## config.mk

```make
export PLATFORM = sky130hd
export DESIGN_NAME = if_fetch
export DESIGN_NICKNAME = d
export VERILOG_FILES = /design/src/rtl/if_fetch.sv
export SDC_FILE = /design/constraint.sdc
export NUM_CORES = 1
export LEC_CHECK = 0
export CAP_MARGIN = 20
export CORE_ASPECT_RATIO = 0.7
export CORE_MARGIN = 8
export CORE_UTILIZATION = 30
export DETAILED_ROUTE_END_ITERATION = 10
export SYNTH_ARGS = -nofsm -noshare
export SYNTH_HDL_FRONTEND = slang
export SYNTH_SLANG_ARGS = --single-unit
```

## constraint.sdc

```tcl
create_clock -name clk -period 7.41 [get_ports clk]
set_clock_uncertainty 0.2 [all_clocks]
set_input_delay 1.482 -clock clk [delete_from_list [all_inputs] [get_ports clk]]
set_output_delay 1.482 -clock clk [all_outputs]
set_load 0.005 [all_outputs]
```

## src/rtl/if_fetch.sv

```systemverilog
// Instruction-fetch stage: owns the PC, keeps a single request outstanding on
// the instruction bus, buffers one returned word for the IF/ID register, and
// handles delay-slot branches plus exception flushes (including dropping an
// in-flight fetch whose address cannot be withdrawn from the bus).
module if_fetch #(
  parameter logic [31:0] RESET_ADDR = 32'h0000_0000
) (
  input  logic        clk,
  input  logic        rst,
  input  logic [5:0]  stall,
  input  logic        branch_flag_i,
  input  logic [31:0] branch_target_address_i,
  input  logic        flush_i,
  input  logic [31:0] new_pc_i,
  output logic        inst_req_o,
  output logic [31:0] inst_addr_o,
  input  logic        inst_ack_i,
  input  logic [31:0] inst_data_i,
  output logic [31:0] if_pc,
  output logic [31:0] if_inst,
  output logic        stallreq_o
);

  // FETCH: waiting for our own request; VALID: holding an instruction;
  // DISCARD: waiting out a stale request after a flush.
  typedef enum logic [1:0] {
    FETCH   = 2'd0,
    VALID   = 2'd1,
    DISCARD = 2'd2
  } state_t;

  state_t      state, state_nxt;
  logic [31:0] pc, pc_nxt;
  logic [31:0] inst_buf, inst_buf_nxt;
  logic [31:0] redirect_pc, redirect_pc_nxt;
  logic [31:0] next_addr;
  logic        consume;

  // Only the IF bit of the stall vector is relevant to this stage.
  logic unused_stall_bits;
  assign unused_stall_bits = ^stall[5:1];

  // The held instruction is the delay slot, so a taken branch steers the fetch after it.
  assign next_addr = branch_flag_i ? branch_target_address_i : pc + 32'd4;
  assign consume   = (state == VALID) && !stall[0];

  // State register with synchronous reset; a reset abandons any outstanding request.
  always_ff @(posedge clk) begin
    if (rst) begin
      state       <= FETCH;
      pc          <= RESET_ADDR;
      inst_buf    <= 32'd0;
      redirect_pc <= 32'd0;
    end else begin
      state       <= state_nxt;
      pc          <= pc_nxt;
      inst_buf    <= inst_buf_nxt;
      redirect_pc <= redirect_pc_nxt;
    end
  end

  // Next-state logic; a flush beats consume/branch, but an unacked request must
  // keep its address on the bus, hence the detour through DISCARD.
  always_comb begin
    state_nxt       = state;
    pc_nxt          = pc;
    inst_buf_nxt    = inst_buf;
    redirect_pc_nxt = redirect_pc;
    if (flush_i) begin
      case (state)
        FETCH, DISCARD: begin
          if (!inst_ack_i) begin
            redirect_pc_nxt = new_pc_i;
            state_nxt       = DISCARD;
          end else begin
            pc_nxt    = new_pc_i;
            state_nxt = FETCH;
          end
        end
        VALID: begin
          if (consume && !inst_ack_i) begin
            redirect_pc_nxt = new_pc_i;
            pc_nxt          = next_addr;
            state_nxt       = DISCARD;
          end else begin
            pc_nxt    = new_pc_i;
            state_nxt = FETCH;
          end
        end
        default: begin
          pc_nxt    = new_pc_i;
          state_nxt = FETCH;
        end
      endcase
    end else begin
      case (state)
        FETCH: begin
          if (inst_ack_i) begin
            inst_buf_nxt = inst_data_i;
            state_nxt    = VALID;
          end
        end
        VALID: begin
          if (consume) begin
            pc_nxt = next_addr;
            if (inst_ack_i) begin
              inst_buf_nxt = inst_data_i;
            end else begin
              state_nxt = FETCH;
            end
          end
        end
        DISCARD: begin
          if (inst_ack_i) begin
            pc_nxt    = redirect_pc;
            state_nxt = FETCH;
          end
        end
        default: state_nxt = FETCH;
      endcase
    end
  end

  // Bus and pipeline outputs; everything is forced quiet while reset is held.
  always_comb begin
    inst_req_o  = 1'b0;
    inst_addr_o = 32'd0;
    if_pc       = 32'd0;
    if_inst     = 32'd0;
    stallreq_o  = 1'b0;
    if (!rst) begin
      case (state)
        FETCH, DISCARD: begin
          inst_req_o  = 1'b1;
          inst_addr_o = pc;
          stallreq_o  = 1'b1;
        end
        VALID: begin
          if_pc       = pc;
          if_inst     = inst_buf;
          inst_req_o  = consume;
          inst_addr_o = consume ? next_addr : 32'd0;
        end
        default: begin
          stallreq_o = 1'b1;
        end
      endcase
    end
  end

endmodule

```

Word level (Yosys, flattened, before mapping)
Cells that the tools add are included.

storage, ports and cells
  register bits after elaboration = 98
  input bits = 107
  output and inout bits = 98

operators by class
  add/subtract/negate cells = 1
  eq/ne operators = 10
  mux-type cells = 34
  bitwise operators = 1
  reductions and logical operators = 13

operators by type and width
  kind                     count
  $mux W32                 16
  $pmux W32 S2             5
  $add A32 B3 Y32 const B  1
  $ne A3 B3 Y1 const B     5
  $mux W2                  7
  $reduce_and A4 Y1        3
  $pmux W2 S3              1
  $ne A2 B2 Y1 const B     2
  $pmux W2 S2              1
  $reduce_bool A2 Y1       2
  $mux W1                  3
  $reduce_and A3 Y1        1
  $reduce_bool A3 Y1       1
  $eq A2 B1 Y1 const B     1
  $eq A2 B2 Y1 const B     1
  $logic_and A1 B1 Y1      2
  $logic_not A1 Y1         2
  $logic_not A2 Y1         1
  $ne A2 B1 Y1 const B     1
  $pmux W1 S2              1
  $reduce_or A2 Y1         1
  $not A1 Y1               1

Logic depth before layout (Yosys ltp)
  depth after elaboration = 6
  depth in mapped cells = 8

Worst setup path after synthesis
No wires, ideal clock.

  path type = input to output
  start = in branch_flag_i
  end = out inst_addr_o[26]
  arrival = 2.799 ns
  required time = 5.728 ns
  setup slack = 2.929 ns
  stages = 7
  path buffers = 4
  path through = clkbuf_1 -> buf_2 -> buf_1 -> buf_2 -> nand2_1 -> o31a_1 -> o22ai_1

on the way
  cells in the longest elaborated chain, start to end = 4

ends and longest elaborated chain
  item                line  source
  start: declaration  11    input logic branch_flag_i,
  $mux W32            44    assign next_addr = branch_flag_i ? branch_target_address_i : pc + 32'd4;
  $mux W32            142   inst_addr_o = consume ? next_addr : 32'd0;
  $pmux W32 S2        132   case (state)
  $mux W32            131   if (!rst) begin
  end: declaration    16    output logic [31:0] inst_addr_o,

Every way passes these cells.

Worst setup path after layout
  start = in stall[0]
  end = out inst_addr_o[30]

on the way
  cells in the longest elaborated chain, start to end = 5

ends and longest elaborated chain
  item                 line  source
  start: declaration   10    input logic [5:0] stall,
  $logic_not A1 Y1     45    assign consume = (state == VALID) && !stall[0];
  $logic_and A1 B1 Y1  45
  $mux W32             142
  $pmux W32 S2         132
  $mux W32             131

Every way passes these cells.

==> metrics <==
run status=finished, final reports clean; Period Utilization, post-route=between 80% and 90%; ratio of cells with drive above 1 in the final layout=approximately 5.8%; Worst Hold Margin=between 0.2 and 0.25 ns; data required time of the worst path=roughly 5.7 ns; register-to-register path setup slack=3.86 ns; DIE HEIGHT=about 140 µm; overall global routing resource usage=20.5%; hold depth=2; maximum net fanout on the critical path=11; Post-Synthesis Cells=approximately 1000; CP startpoint kind=input pin; Slowest-stage cell, CP=sky130_fd_sc_hd__or3b_1; number of diodes=0; kind of end point of the critical path=output pin; Syn. warnings=0; number of post-CTS setup repair buffers=0; worst hold start=inst_buf[22]$_SDFFE_PP0P_; last weighted congestion value of the routability-driven placer=0.962; leakage dissipation=around 3.2 nW; post-synthesis share of cell area spent on and, or, nand and nor gates=36.8%; wire length of the first global-routing pass=about 46000 µm; multiplexer share of the synthesized area=2.38%; sequential share of the synthesized area=roughly 28%; worst hold path class=reg -> reg; adder and majority gate portion of the synthesized area=less than 1%; number of standard-cell rows in the floorplan=46; number of buffers added to fix hold violations after cts=0; number of nets in the finished design=approximately 1200; critical path's largest stage delay=0.61 ns; crit path time final=5.96 ns; count of cells resized by post-cts repair=0; final-report setup violation count=0; WL final=around 30000 µm; mapped cell area=about 7000 µm²; DRC violation total after the first TritonRoute iteration=784; cell depth of the worst flop-to-flop path=6; reg2reg start=state[1]$_SDFFE_PP0P_; cell type with the highest aggregate area in the netlist=sky130_fd_sc_hd__dfxtp_1; Post-Route Setup TNS=0 ns; WP buf/inv=3; async set-or-reset flop fraction in the synthesized netlist=0%; Syn-to-layout area delta=34.7%; CTS buffer count=9; number of global-route vias before repair=roughly 7400; cell area power density=149 nW/µm²; type of the setup path with the least slack=in -> out; maximum clock frequency=approximately 0.17 GHz; starting utilization of the core area=a little under a third; number of buffers inserted by port buffering=199; slew at the pin closest to its max-slew limit=1.05 ns; number of unique standard cell types used by synthesis=80; flip-flop and latch area=around 2000 µm²; worst path cell trace=clkdlybuf4s50_1, or3b_1, nor2_1, buf_4, nand2_1, o21ai_0, o2bb2ai_1, clkdlybuf4s50_1; via count of the routed design=between 8000 and 9000; EDFF count, synth=0; max-cap check violation count=0; RSZ-0062 raised after global routing=false; sink of the worst hold path=inst_buf[22]$_SDFFE_PP0P_; Main synth FF type=sky130_fd_sc_hd__dfxtp_1; synthesized-area fraction occupied by xor and xnor cells=roughly 1.3%; count of filler cells inserted in the layout=2378; headroom to the max-slew limit=30.0%; HPWL Detailed=22100 µm; Initial DRT Pass Iterations=5; arrival time at the worst endpoint=4.28 ns; number of vias per cell=5.57; category of cells accounting for the largest share of critical-path delay=buffers and inverters; DRC viols=0; deepest clock path buffer count=2; top-area cell type share of the netlist area=roughly 28%; largest cells by area after synthesis=sky130_fd_sc_hd__dfxtp_1 (28%), sky130_fd_sc_hd__nand2_1 (11%), sky130_fd_sc_hd__a21oi_1 (6.6%); IR Drop Worst-Case VDD=around 0.0001 V; flops & latches, synth=slightly below 100; CP most frequent cell=sky130_fd_sc_hd__clkdlybuf4s50_1; largest net degree at the start of global routing=67; Synth Area in Compound Gates=around 25%; main combinational cell family by area after synthesis=simple AND/OR/NAND/NOR gates; die extent in x=between 150 and 200 µm; Fin. Hold Viols=0; antenna violations before repair=6; Post-Syn Area per Cell=roughly 7 µm²; RR Endpoint=pc[11]$_SDFFE_PP0P_; number of sinks on the clock net=roughly 100; Die ar.=between 20000 and 30000 µm²; total grt overflow=0; Core Region=22800 µm²; CTS H-tree depth=3; nets in the synthesized netlist=approximately 1100; clock tree from TritonCTS=yes; Slew Limit Fails=0; insertion delay to the later sink of the worst-skew pair=0.36 ns; count of boundary I/O pins=approximately 200; clock root buffer=sky130_fd_sc_hd__clkbuf_16; clock transition time at the flip-flop clock pins of the worst setup and hold paths=roughly 0.070 ns; multi-input logic area=4610 µm²; post-route ant nets=0; utilization after layout=around 41%; drt wl/cell=~21 µm
## worst reg2reg max path, cell delays in order (launching register included)
cell	delay, ns
sky130_fd_sc_hd__dfxtp_1	0.31
sky130_fd_sc_hd__buf_4	0.32
sky130_fd_sc_hd__nor2b_2	0.88
sky130_fd_sc_hd__o21ai_2	0.38
sky130_fd_sc_hd__nand2_1	0.89
sky130_fd_sc_hd__o21ai_1	0.11
sky130_fd_sc_hd__a2111oi_0	0.36
## power by group
part | internal (W) | switching, W
logic | 0.000148 | 0.000183
registers | 0.000559 | 0.0000430
clock network | 0.000234 | 0.000234
total | 0.000941 | 0.000460
## layout make-up
class | count | share of cell area, %
tap | 312 | 4.14
sequential | 98 | 20.8
clock inverter | 7 | 0.650
clock buffer | 9 | 2.39
timing repair buffer | 217 | 22.5
inverter | 15 | 0.597
multi-input combinational | 800 | 48.9
## worst max-delay path by stage
stage	from	to	slack [ns]	cells past startpoint
3_5_place_dp	stall[0]	inst_addr_o[30]	1.51	8
6_report	stall[0]	inst_addr_o[30]	1.45	8
3_3_place_gp	stall[0]	inst_addr_o[30]	1.51	8
5_1_grt	stall[0]	inst_addr_o[30]	1.24	8
4_1_cts	stall[0]	inst_addr_o[30]	1.50	8
2_1_floorplan	branch_flag_i	inst_addr_o[26]	2.93	7
## metal layers
| layer | vias up | share of wire (%) | track usage [%] |
|---|---|---|---|
| li1 | 3879 | - | - |
| met1 | 3759 | 45 | 28.5 |
| met2 | 427 | 40 | 28.6 |
| met3 | 38 | 14 | 9.37 |
| met4 | 12 | 0.85 | 3.54 |
| met5 | - | 0.25 | 0 |
## cells in the mapped netlist (4+ instances only)
cell	count
sky130_fd_sc_hd__nand2_1	206
sky130_fd_sc_hd__dfxtp_1	98
sky130_fd_sc_hd__a21oi_1	93
sky130_fd_sc_hd__nor2_1	75
sky130_fd_sc_hd__and2_1	65
sky130_fd_sc_hd__clkbuf_1	56
sky130_fd_sc_hd__nand3_1	43
sky130_fd_sc_hd__buf_2	27
sky130_fd_sc_hd__nor3_1	25
sky130_fd_sc_hd__nor4_1	20
sky130_fd_sc_hd__o211ai_1	16
sky130_fd_sc_hd__o21ai_0	15
sky130_fd_sc_hd__a211oi_1	14
sky130_fd_sc_hd__inv_1	14
sky130_fd_sc_hd__nand2b_1	14
sky130_fd_sc_hd__nand4_1	12
sky130_fd_sc_hd__o21ai_1	12
sky130_fd_sc_hd__a22oi_1	11
sky130_fd_sc_hd__and3_1	11
sky130_fd_sc_hd__mux2i_1	11
sky130_fd_sc_hd__a221oi_1	9
sky130_fd_sc_hd__buf_1	9
sky130_fd_sc_hd__a22o_1	7
sky130_fd_sc_hd__o311ai_1	7
sky130_fd_sc_hd__o31ai_1	7
sky130_fd_sc_hd__a31oi_1	6
sky130_fd_sc_hd__a32oi_1	6
sky130_fd_sc_hd__o31a_1	6
sky130_fd_sc_hd__and4_1	5
sky130_fd_sc_hd__mux2_2	5
sky130_fd_sc_hd__xnor2_1	5
sky130_fd_sc_hd__xor2_1	5
sky130_fd_sc_hd__a2111oi_0	4
sky130_fd_sc_hd__a211o_1	4
sky130_fd_sc_hd__nand3b_1	4
sky130_fd_sc_hd__nor2b_1	4
sky130_fd_sc_hd__o221ai_1	4
sky130_fd_sc_hd__o22ai_1	4
sky130_fd_sc_hd__o2bb2ai_1	4
sky130_fd_sc_hd__or3_1	4
## metrics by stage
step                instance area, µm²  setup WS, ns  std cells  total power [W]
floorplan                         7000          2.93       1006         0.000783
global placement                  9130          1.51       1441         0.000934
detailed placement                9130          1.51       1441         0.000939
CTS                               9420          1.50       1457          0.00141
global route                      9430          1.24       1458          0.00147
finish                            9430          1.45       1458          0.00140
## registers in the layout, summed over array words and instances, names as in the netlist
signal	cells
state	2
inst_buf	32
redirect_pc	32
pc	32
## placed cells by master, fill, tap and decap left out, types with 6 or more instances in the layout
cell and n:
sky130_fd_sc_hd__o21ai_0 15, sky130_fd_sc_hd__nor3_1 24, sky130_fd_sc_hd__nand3_1 43, sky130_fd_sc_hd__o21ai_1 12, sky130_fd_sc_hd__nor4_1 20, sky130_fd_sc_hd__nand4_1 12, sky130_fd_sc_hd__clkdlybuf4s50_1 197, sky130_fd_sc_hd__a211oi_1 14
sky130_fd_sc_hd__dfxtp_1 98, sky130_fd_sc_hd__o211ai_1 16, sky130_fd_sc_hd__a22o_1 7, sky130_fd_sc_hd__nor2_1 75, sky130_fd_sc_hd__nand2b_1 14, sky130_fd_sc_hd__and2_1 65, sky130_fd_sc_hd__and3_1 11, sky130_fd_sc_hd__a32oi_1 6
sky130_fd_sc_hd__a21oi_1 93, sky130_fd_sc_hd__o31ai_1 7, sky130_fd_sc_hd__buf_4 18, sky130_fd_sc_hd__a31oi_1 6, sky130_fd_sc_hd__mux2i_1 11, sky130_fd_sc_hd__inv_1 14, sky130_fd_sc_hd__o311ai_1 7, sky130_fd_sc_hd__clkbuf_16 9
sky130_fd_sc_hd__a221oi_1 9, sky130_fd_sc_hd__o31a_1 6, sky130_fd_sc_hd__a22oi_1 11, sky130_fd_sc_hd__nand2_1 206
## cells by family (layout without fill, tap and decap cells)
logic type	after synthesis	in the layout
AO/OA/AOI/OAI	258	258
XOR/XNOR	10	10
adder cells (fa/ha/maj)	1	1
buffers and inverters	108	248
flip-flops	98	98
multiplexers	16	16
AND/OR/NAND/NOR	515	515
Note: power is estimated with default switching activity, not from simulation.
